File: config.mk
export PLATFORM = sky130hd
export DESIGN_NAME = i2c_arbiter_flat
export DESIGN_NICKNAME = d
export VERILOG_FILES = /design/src/rtl/i2c_arbiter_if.sv /design/src/rtl/i2c_arbiter.sv /design/src/flat_wrapper.sv
export SDC_FILE = /design/constraint.sdc
export NUM_CORES = 1
export LEC_CHECK = 0
export CORE_MARGIN = 1.5
export CORE_UTILIZATION = 61
export DETAILED_ROUTE_END_ITERATION = 12
export DONT_BUFFER_PORTS = 1
export GPL_ROUTABILITY_DRIVEN = 0
export PLACE_DENSITY = 0.82
export SLEW_MARGIN = 10
export SYNTH_ARGS = -nofsm -noshare
export SYNTH_HDL_FRONTEND = slang
export SYNTH_SLANG_ARGS = --single-unit
File: constraint.sdc
create_clock -name clk -period 3.2 [get_ports clk]
set_clock_uncertainty 0.2 [all_clocks]
set_input_delay 0.8 -clock clk [delete_from_list [all_inputs] [get_ports clk]]
set_output_delay 0.8 -clock clk [all_outputs]
set_load 0.005 [all_outputs]
File: src/rtl/i2c_arbiter_if.sv
// i2c_arbiter_if
//   Bundles the requester side and the I2C-controller side of the arbiter.
//   Requester side : req, req_dev_addr (8 bits per requester),
//                    req_reg_data (16 bits per requester), grant, done, nack.
//   Controller side: ctl_start, ctl_dev_addr, ctl_reg_data, ctl_ready, ctl_ack.
//   modport master : the arbiter's view (drives grant/done/nack and ctl_*
//                    strobes/data, samples requests and controller status).
//   modport slave  : the environment's view (requesters plus controller).
interface i2c_arbiter_if #(
  parameter int NREQ = 3
);
  logic [NREQ-1:0]    req;
  logic [8*NREQ-1:0]  req_dev_addr;
  logic [16*NREQ-1:0] req_reg_data;
  logic [NREQ-1:0]    grant;
  logic [NREQ-1:0]    done;
  logic [NREQ-1:0]    nack;
  logic               ctl_start;
  logic [7:0]         ctl_dev_addr;
  logic [15:0]        ctl_reg_data;
  logic               ctl_ready;
  logic               ctl_ack;

  modport master (
    input  req, req_dev_addr, req_reg_data, ctl_ready, ctl_ack,
    output grant, done, nack, ctl_start, ctl_dev_addr, ctl_reg_data
  );

  modport slave (
    output req, req_dev_addr, req_reg_data, ctl_ready, ctl_ack,
    input  grant, done, nack, ctl_start, ctl_dev_addr, ctl_reg_data
  );
endinterface

File: src/rtl/i2c_arbiter.sv
// i2c_arbiter
//   Shares one I2C register-write controller between NREQ requesters with
//   round-robin arbitration, NACK retries and a per-phase timeout.
//   Ports:
//     clk         : controller clock, all logic on its rising edge
//     reset       : synchronous, active-high
//     bus         : i2c_arbiter_if.master (requests, grant/done/nack, ctl_*)
//     busy        : high whenever the FSM is not idle
//     timeout_err : sticky, set on any START / WAIT_DONE timeout
module i2c_arbiter #(
  parameter int NREQ      = 3,
  parameter int MAX_RETRY = 2,
  parameter int TIMEOUT   = 255
) (
  input  logic            clk,
  input  logic            reset,
  i2c_arbiter_if.master   bus,
  output logic            busy,
  output logic            timeout_err
);

  localparam int IDXW = $clog2(NREQ);
  localparam int CNTW = $clog2(TIMEOUT + 1);
  localparam int RW   = $clog2(MAX_RETRY + 2);
  localparam logic [CNTW:0]   TO_LIM    = (CNTW + 1)'(TIMEOUT);
  localparam logic [RW-1:0]   RETRY_LIM = RW'(MAX_RETRY);
  localparam logic [IDXW-1:0] LAST_RST  = IDXW'(NREQ - 1);

  typedef enum logic [1:0] {
    S_IDLE,
    S_START,
    S_WAIT_DONE,
    S_RESULT
  } state_t;

  state_t          state_q, state_d;
  logic [NREQ-1:0] grant_q, grant_d;
  logic [NREQ-1:0] done_q, done_d;
  logic [NREQ-1:0] nack_q, nack_d;
  logic            start_q, start_d;
  logic [7:0]      addr_q, addr_d;
  logic [15:0]     data_q, data_d;
  logic [IDXW-1:0] winner_q, winner_d;
  logic [IDXW-1:0] last_q, last_d;
  logic [RW-1:0]   retry_q, retry_d;
  logic [CNTW-1:0] cnt_q, cnt_d;
  logic            ack_q, ack_d;
  logic            terr_q, terr_d;

  logic            found;
  logic [IDXW-1:0] pick;
  logic            cnt_hit;

  // Timeout fires on the TIMEOUT-th cycle spent in the current phase.
  assign cnt_hit = (({1'b0, cnt_q} + 1'b1) == TO_LIM);

  always_comb begin
    state_d  = state_q;
    grant_d  = grant_q;
    done_d   = '0;
    nack_d   = '0;
    start_d  = start_q;
    addr_d   = addr_q;
    data_d   = data_q;
    winner_d = winner_q;
    last_d   = last_q;
    retry_d  = retry_q;
    cnt_d    = cnt_q;
    ack_d    = ack_q;
    terr_d   = terr_q;
    found    = 1'b0;
    pick     = '0;

    // Round-robin search starting just after the previous owner.
    for (int k = 1; k <= NREQ; k++) begin
      if (!found && bus.req[(int'(last_q) + k) % NREQ]) begin
        found = 1'b1;
        pick  = IDXW'((int'(last_q) + k) % NREQ);
      end
    end

    case (state_q)
      S_IDLE: begin
        if (bus.ctl_ready && found) begin
          winner_d       = pick;
          grant_d        = '0;
          grant_d[pick]  = 1'b1;
          addr_d         = bus.req_dev_addr[pick*8 +: 8];
          data_d         = bus.req_reg_data[pick*16 +: 16];
          retry_d        = '0;
          cnt_d          = '0;
          start_d        = 1'b1;
          state_d        = S_START;
        end
      end

      S_START: begin
        if (!bus.ctl_ready) begin
          start_d = 1'b0;
          cnt_d   = '0;
          state_d = S_WAIT_DONE;
        end else if (cnt_hit) begin
          start_d = 1'b0;
          done_d  = grant_q;
          nack_d  = grant_q;
          terr_d  = 1'b1;
          grant_d = '0;
          last_d  = winner_q;
          state_d = S_IDLE;
        end else begin
          cnt_d = cnt_q + 1'b1;
        end
      end

      S_WAIT_DONE: begin
        if (bus.ctl_ready) begin
          ack_d   = bus.ctl_ack;
          state_d = S_RESULT;
        end else if (cnt_hit) begin
          done_d  = grant_q;
          nack_d  = grant_q;
          terr_d  = 1'b1;
          grant_d = '0;
          last_d  = winner_q;
          state_d = S_IDLE;
        end else begin
          cnt_d = cnt_q + 1'b1;
        end
      end

      S_RESULT: begin
        if (ack_q) begin
          done_d  = grant_q;
          grant_d = '0;
          last_d  = winner_q;
          state_d = S_IDLE;
        end else if (retry_q < RETRY_LIM) begin
          retry_d = retry_q + 1'b1;
          cnt_d   = '0;
          start_d = 1'b1;
          state_d = S_START;
        end else begin
          // Failed owners also advance the pointer so a NACKing device
          // cannot monopolise the controller.
          done_d  = grant_q;
          nack_d  = grant_q;
          grant_d = '0;
          last_d  = winner_q;
          state_d = S_IDLE;
        end
      end

      default: state_d = S_IDLE;
    endcase
  end

  always_ff @(posedge clk) begin
    if (reset) begin
      state_q  <= S_IDLE;
      grant_q  <= '0;
      done_q   <= '0;
      nack_q   <= '0;
      start_q  <= 1'b0;
      addr_q   <= '0;
      data_q   <= '0;
      winner_q <= '0;
      last_q   <= LAST_RST;
      retry_q  <= '0;
      cnt_q    <= '0;
      ack_q    <= 1'b0;
      terr_q   <= 1'b0;
    end else begin
      state_q  <= state_d;
      grant_q  <= grant_d;
      done_q   <= done_d;
      nack_q   <= nack_d;
      start_q  <= start_d;
      addr_q   <= addr_d;
      data_q   <= data_d;
      winner_q <= winner_d;
      last_q   <= last_d;
      retry_q  <= retry_d;
      cnt_q    <= cnt_d;
      ack_q    <= ack_d;
      terr_q   <= terr_d;
    end
  end

  assign bus.grant        = grant_q;
  assign bus.done         = done_q;
  assign bus.nack         = nack_q;
  assign bus.ctl_start    = start_q;
  assign bus.ctl_dev_addr = addr_q;
  assign bus.ctl_reg_data = data_q;
  assign busy             = (state_q != S_IDLE);
  assign timeout_err      = terr_q;

endmodule

File: src/flat_wrapper.sv
// flat-port wrapper written by rule: the top's interface ports become plain ports
module i2c_arbiter_flat 
#(
  parameter int NREQ      = 3,
  parameter int MAX_RETRY = 2,
  parameter int TIMEOUT   = 255
)
  (clk, reset, busy, timeout_err, bus_req, bus_req_dev_addr, bus_req_reg_data, bus_ctl_ready, bus_ctl_ack, bus_grant, bus_done, bus_nack, bus_ctl_start, bus_ctl_dev_addr, bus_ctl_reg_data);
  i2c_arbiter_if #(.NREQ(NREQ)) bus_i ();
  input  logic clk;
  input  logic reset;
  output logic busy;
  output logic timeout_err;
  input wire logic [$bits(bus_i.req)-1:0] bus_req;
  input wire logic [$bits(bus_i.req_dev_addr)-1:0] bus_req_dev_addr;
  input wire logic [$bits(bus_i.req_reg_data)-1:0] bus_req_reg_data;
  input wire logic [$bits(bus_i.ctl_ready)-1:0] bus_ctl_ready;
  input wire logic [$bits(bus_i.ctl_ack)-1:0] bus_ctl_ack;
  output wire logic [$bits(bus_i.grant)-1:0] bus_grant;
  output wire logic [$bits(bus_i.done)-1:0] bus_done;
  output wire logic [$bits(bus_i.nack)-1:0] bus_nack;
  output wire logic [$bits(bus_i.ctl_start)-1:0] bus_ctl_start;
  output wire logic [$bits(bus_i.ctl_dev_addr)-1:0] bus_ctl_dev_addr;
  output wire logic [$bits(bus_i.ctl_reg_data)-1:0] bus_ctl_reg_data;
  assign bus_i.req = bus_req;
  assign bus_i.req_dev_addr = bus_req_dev_addr;
  assign bus_i.req_reg_data = bus_req_reg_data;
  assign bus_i.ctl_ready = bus_ctl_ready;
  assign bus_i.ctl_ack = bus_ctl_ack;
  assign bus_grant = bus_i.grant;
  assign bus_done = bus_i.done;
  assign bus_nack = bus_i.nack;
  assign bus_ctl_start = bus_i.ctl_start;
  assign bus_ctl_dev_addr = bus_i.ctl_dev_addr;
  assign bus_ctl_reg_data = bus_i.ctl_reg_data;
  i2c_arbiter #(.NREQ(NREQ), .MAX_RETRY(MAX_RETRY), .TIMEOUT(TIMEOUT)) u_core (.clk(clk), .reset(reset), .bus(bus_i), .busy(busy), .timeout_err(timeout_err));
endmodule
==> results.md <==
- VDD IR-drop max: 0.239 mV
- Register area share after synthesis: 38.6%
- Detailed-route DRC error count: 0
- Clock Pin Slew Worst Setup and Hold Paths: 90 ps
- Vias in the first global route: 2,252
- Reg-to-Reg End: u_core.bus.grant[0]
- Gr usage total: 25.7%
- Worst setup SP type: register
- Largest cells by area after synthesis: dfxtp_1 (39%), a222oi_1 (8.9%), a211oi_1 (7.5%), nor2_1 (5.4%), a21oi_1 (4.1%)
- #FFs+latches synth: 52
- Max stage delay on crit path: 400 ps
- Hold Path End: u_core.winner_q[1]
- 1st-iter DRT viols: 233
- CTS Hold Bufs: 0
- Final hold vios: 0
- Area after DPL: 0.00273 mm^2
- Category of the critical setup timing path: register to register
- Count leader, synth: dfxtp_1
- Mapped Cells: 315
- Layout cells sized above 1: 7.21%
- Remaining antenna violation count: 0
- Worst endpoint required time: 3240 ps
- Mean Syn Cell Area: 8.56 um^2
- Relative slew slack: 70.2%
- Std-Cell Core Area: 0.00412 mm^2
- Setup_tns: 0 ps
- FFs w/ async S/R, synth: 0%
- Yosys warns: 0
- WP buf/inv: 1
- Crit path cell chain: inv_1 > ha_1 > nor2_1 > a221oi_2 > o21ai_1 > a221o_1 > or3b_1 > a21oi_2
- Post-CTS Setup Bufs: 0
- H-tree levels: 2
- Critical Path AT: 2690 ps
- Hold path startpoint: u_core.winner_q[1]
- Final #Nets: 392
- Post-synth top cells: dfxtp_1 (52), nor2_1 (39), a211oi_1 (27)
- Post-Synthesis Cell Area: 0.00270 mm^2
- Vias: 2,463
- Unrepaired setup endpoints after global routing: false
- # diodes: 0
- EDFF count, synth: 0
- Final setup violation count: 0
- Fmax: 379 MHz
- Post-cts gate resize count: 0
- Hpwl dp: 4580 um
- RR Startpoint: u_core.last_q[0]
- Max Cap Viol: 0
- Status: finished, final reports clean
- First-pass GRT wire length: 10,300 um
- Worst R2R Setup Slack: 560 ps
- Worst Max-Slew Pin Slew: 443 ps
- Netlist cell types: 56
- Cell taking the most area after synthesis: dfxtp_1
- Via/cell ratio: 6.94
- Largest net degree at the start of global routing: 52
- Initial core utilization: 65.5%
- Die H: 69.5 um
- Drt total wl: 6340 um
- Syn_nets: 402
- Slowest cell on the critical path: ha_1
- Num ports: 115
- CP Capture Type: register
- Max-slew violations: 0
- TritonCTS clock tree: built
- Period utilisation layout: 82.6%
- Top_reg_cell synth: dfxtp_1
- Die area: 0.00483 mm^2
- Clk Latency, worst-skew pair: 310 ps
- DR WL/cell: 17.9 um
- Leakage: 0.000989 uW
- Top cell type's share of synthesized area: 38.6%
- Inserted Clock Buffers: 5
- Min Clock Period, post-route: 2640 ps
- Clock root cell: clkbuf_8
- CP top delay family: compound AO/OA/AOI/OAI gates
- Std-Cell Rows: 23
- I/O Buffers: 0
- Congestion Overflow GR: 0
- Final instance area: 0.00283 mm^2
- TritonCTS Sinks: 52
- Area grow syn2layout: 4.78%
- CP max FO: 7
- Initial antenna violation count: 0
- Die Span X: 69.5 um
- First-pass DRT Iterations: 6
- PwrDens: 495 mW/mm^2
- Maximum clock path buffer count: 2
- Worst r2r path cells: 8
- Min-delay worst type: register to register
- Hold Crit Depth: 2
## power by group
group / internal [uW] / total (uW) / leakage, uW / switching [uW]
combinational: 110 / 269 / 0.000516 / 160
sequential: 702 / 751 / 0.000425 / 48.4
clock: 173 / 379 / 0.0000473 / 207
## layout by cell type (no fill, tap or decap), types with 3 or more instances in the layout
cell type	instances
nand3_1	8
or3_1	3
o21ai_0	9
dfxtp_1	52
ha_1	8
nand2_1	21
and2_1	6
nor3_1	6
nor2_1	38
clkbuf_8	6
a211oi_1	27
a21oi_1	21
inv_1	12
a222oi_1	24
nand2b_1	4
buf_4	3
## how the worst max path moves through the flow
stage / startpoint / to / slack (ps) / cells past startpoint
after floorplan: bus_req[0] / u_core.bus.grant[0] / 690 / 6
after global placement: bus_req[0] / u_core.bus.grant[0] / 560 / 6
after detailed placement: bus_req[0] / u_core.bus.grant[0] / 510 / 6
after CTS: u_core.last_q[0] / u_core.bus.grant[0] / 560 / 8
after global routing: u_core.last_q[0] / u_core.bus.grant[0] / 430 / 8
final: u_core.last_q[0] / u_core.bus.grant[0] / 560 / 8
## metrics by stage
stage          total power, uW  hold slack, ps  instances  setup WS, ps  utilization, %
6_report                  1400             262        355           558            68.7
5_1_grt                   1470             284        355           428            68.7
4_1_cts                   1400             267        355           561            68.7
3_5_place_dp              1030             255        348           514            66.4
3_3_place_gp              1020             243        348           560            66.4
2_1_floorplan              974             236        315           690               -
## final cells by class
class / instances / area [um^2]
Inverter: 13 / 48.8
Multi-Input combinational cell: 229 / 1540
Tap cell: 50 / 62.6
Sequential cell: 52 / 1040
Clock inverter: 1 / 8.76
Fill cell: 342 / 1290
Timing Repair Buffer: 4 / 42.5
Clock buffer: 6 / 82.6
## per-layer routing
metal | track usage (%) | routed length [um] | up-vias | part of all wire [%]
li1 | - | - | 1186 | -
met1 | 32.9 | 2740 | 1143 | 43
met2 | 42.8 | 2990 | 125 | 47
met3 | 8.14 | 568 | 9 | 9.0
met4 | 5.23 | 49 | 0 | 0.77
met5 | 0 | 0 | - | 0
## cell families (layout without fill, tap and decap cells)
| group | after synthesis | after routing | synth area share [%] |
|---|---|---|---|
| AO/OA/AOI/OAI | 115 | 115 | 32.9 |
| AND/OR/NAND/NOR | 100 | 100 | 17.8 |
| XOR/XNOR | 3 | 3 | 0.975 |
| adder cells (fa/ha/maj) | 9 | 9 | 4.08 |
| flip-flops | 52 | 52 | 38.6 |
| multiplexers | 2 | 2 | 0.742 |
| buffers and inverters | 34 | 24 | 4.87 |
## tightest hold or removal path: stages, from the launching register on
cell and delay (ps):
dfxtp_1 320, nand2_1 50, a21oi_1 60
## state kept, by name, indices dropped and copies added (netlist names)
register,flops
u_core.ack_q,1
u_core.bus.ctl_dev_addr,8
u_core.bus.ctl_reg_data,16
u_core.bus.ctl_start,1
u_core.bus.done,3
u_core.bus.grant,3
u_core.bus.nack,3
u_core.cnt_q,8
u_core.last_q,2
u_core.retry_q,2
u_core.state_q,2
u_core.timeout_err,1
u_core.winner_q,2
No activity file was read; power rests on OpenSTA's default activity.
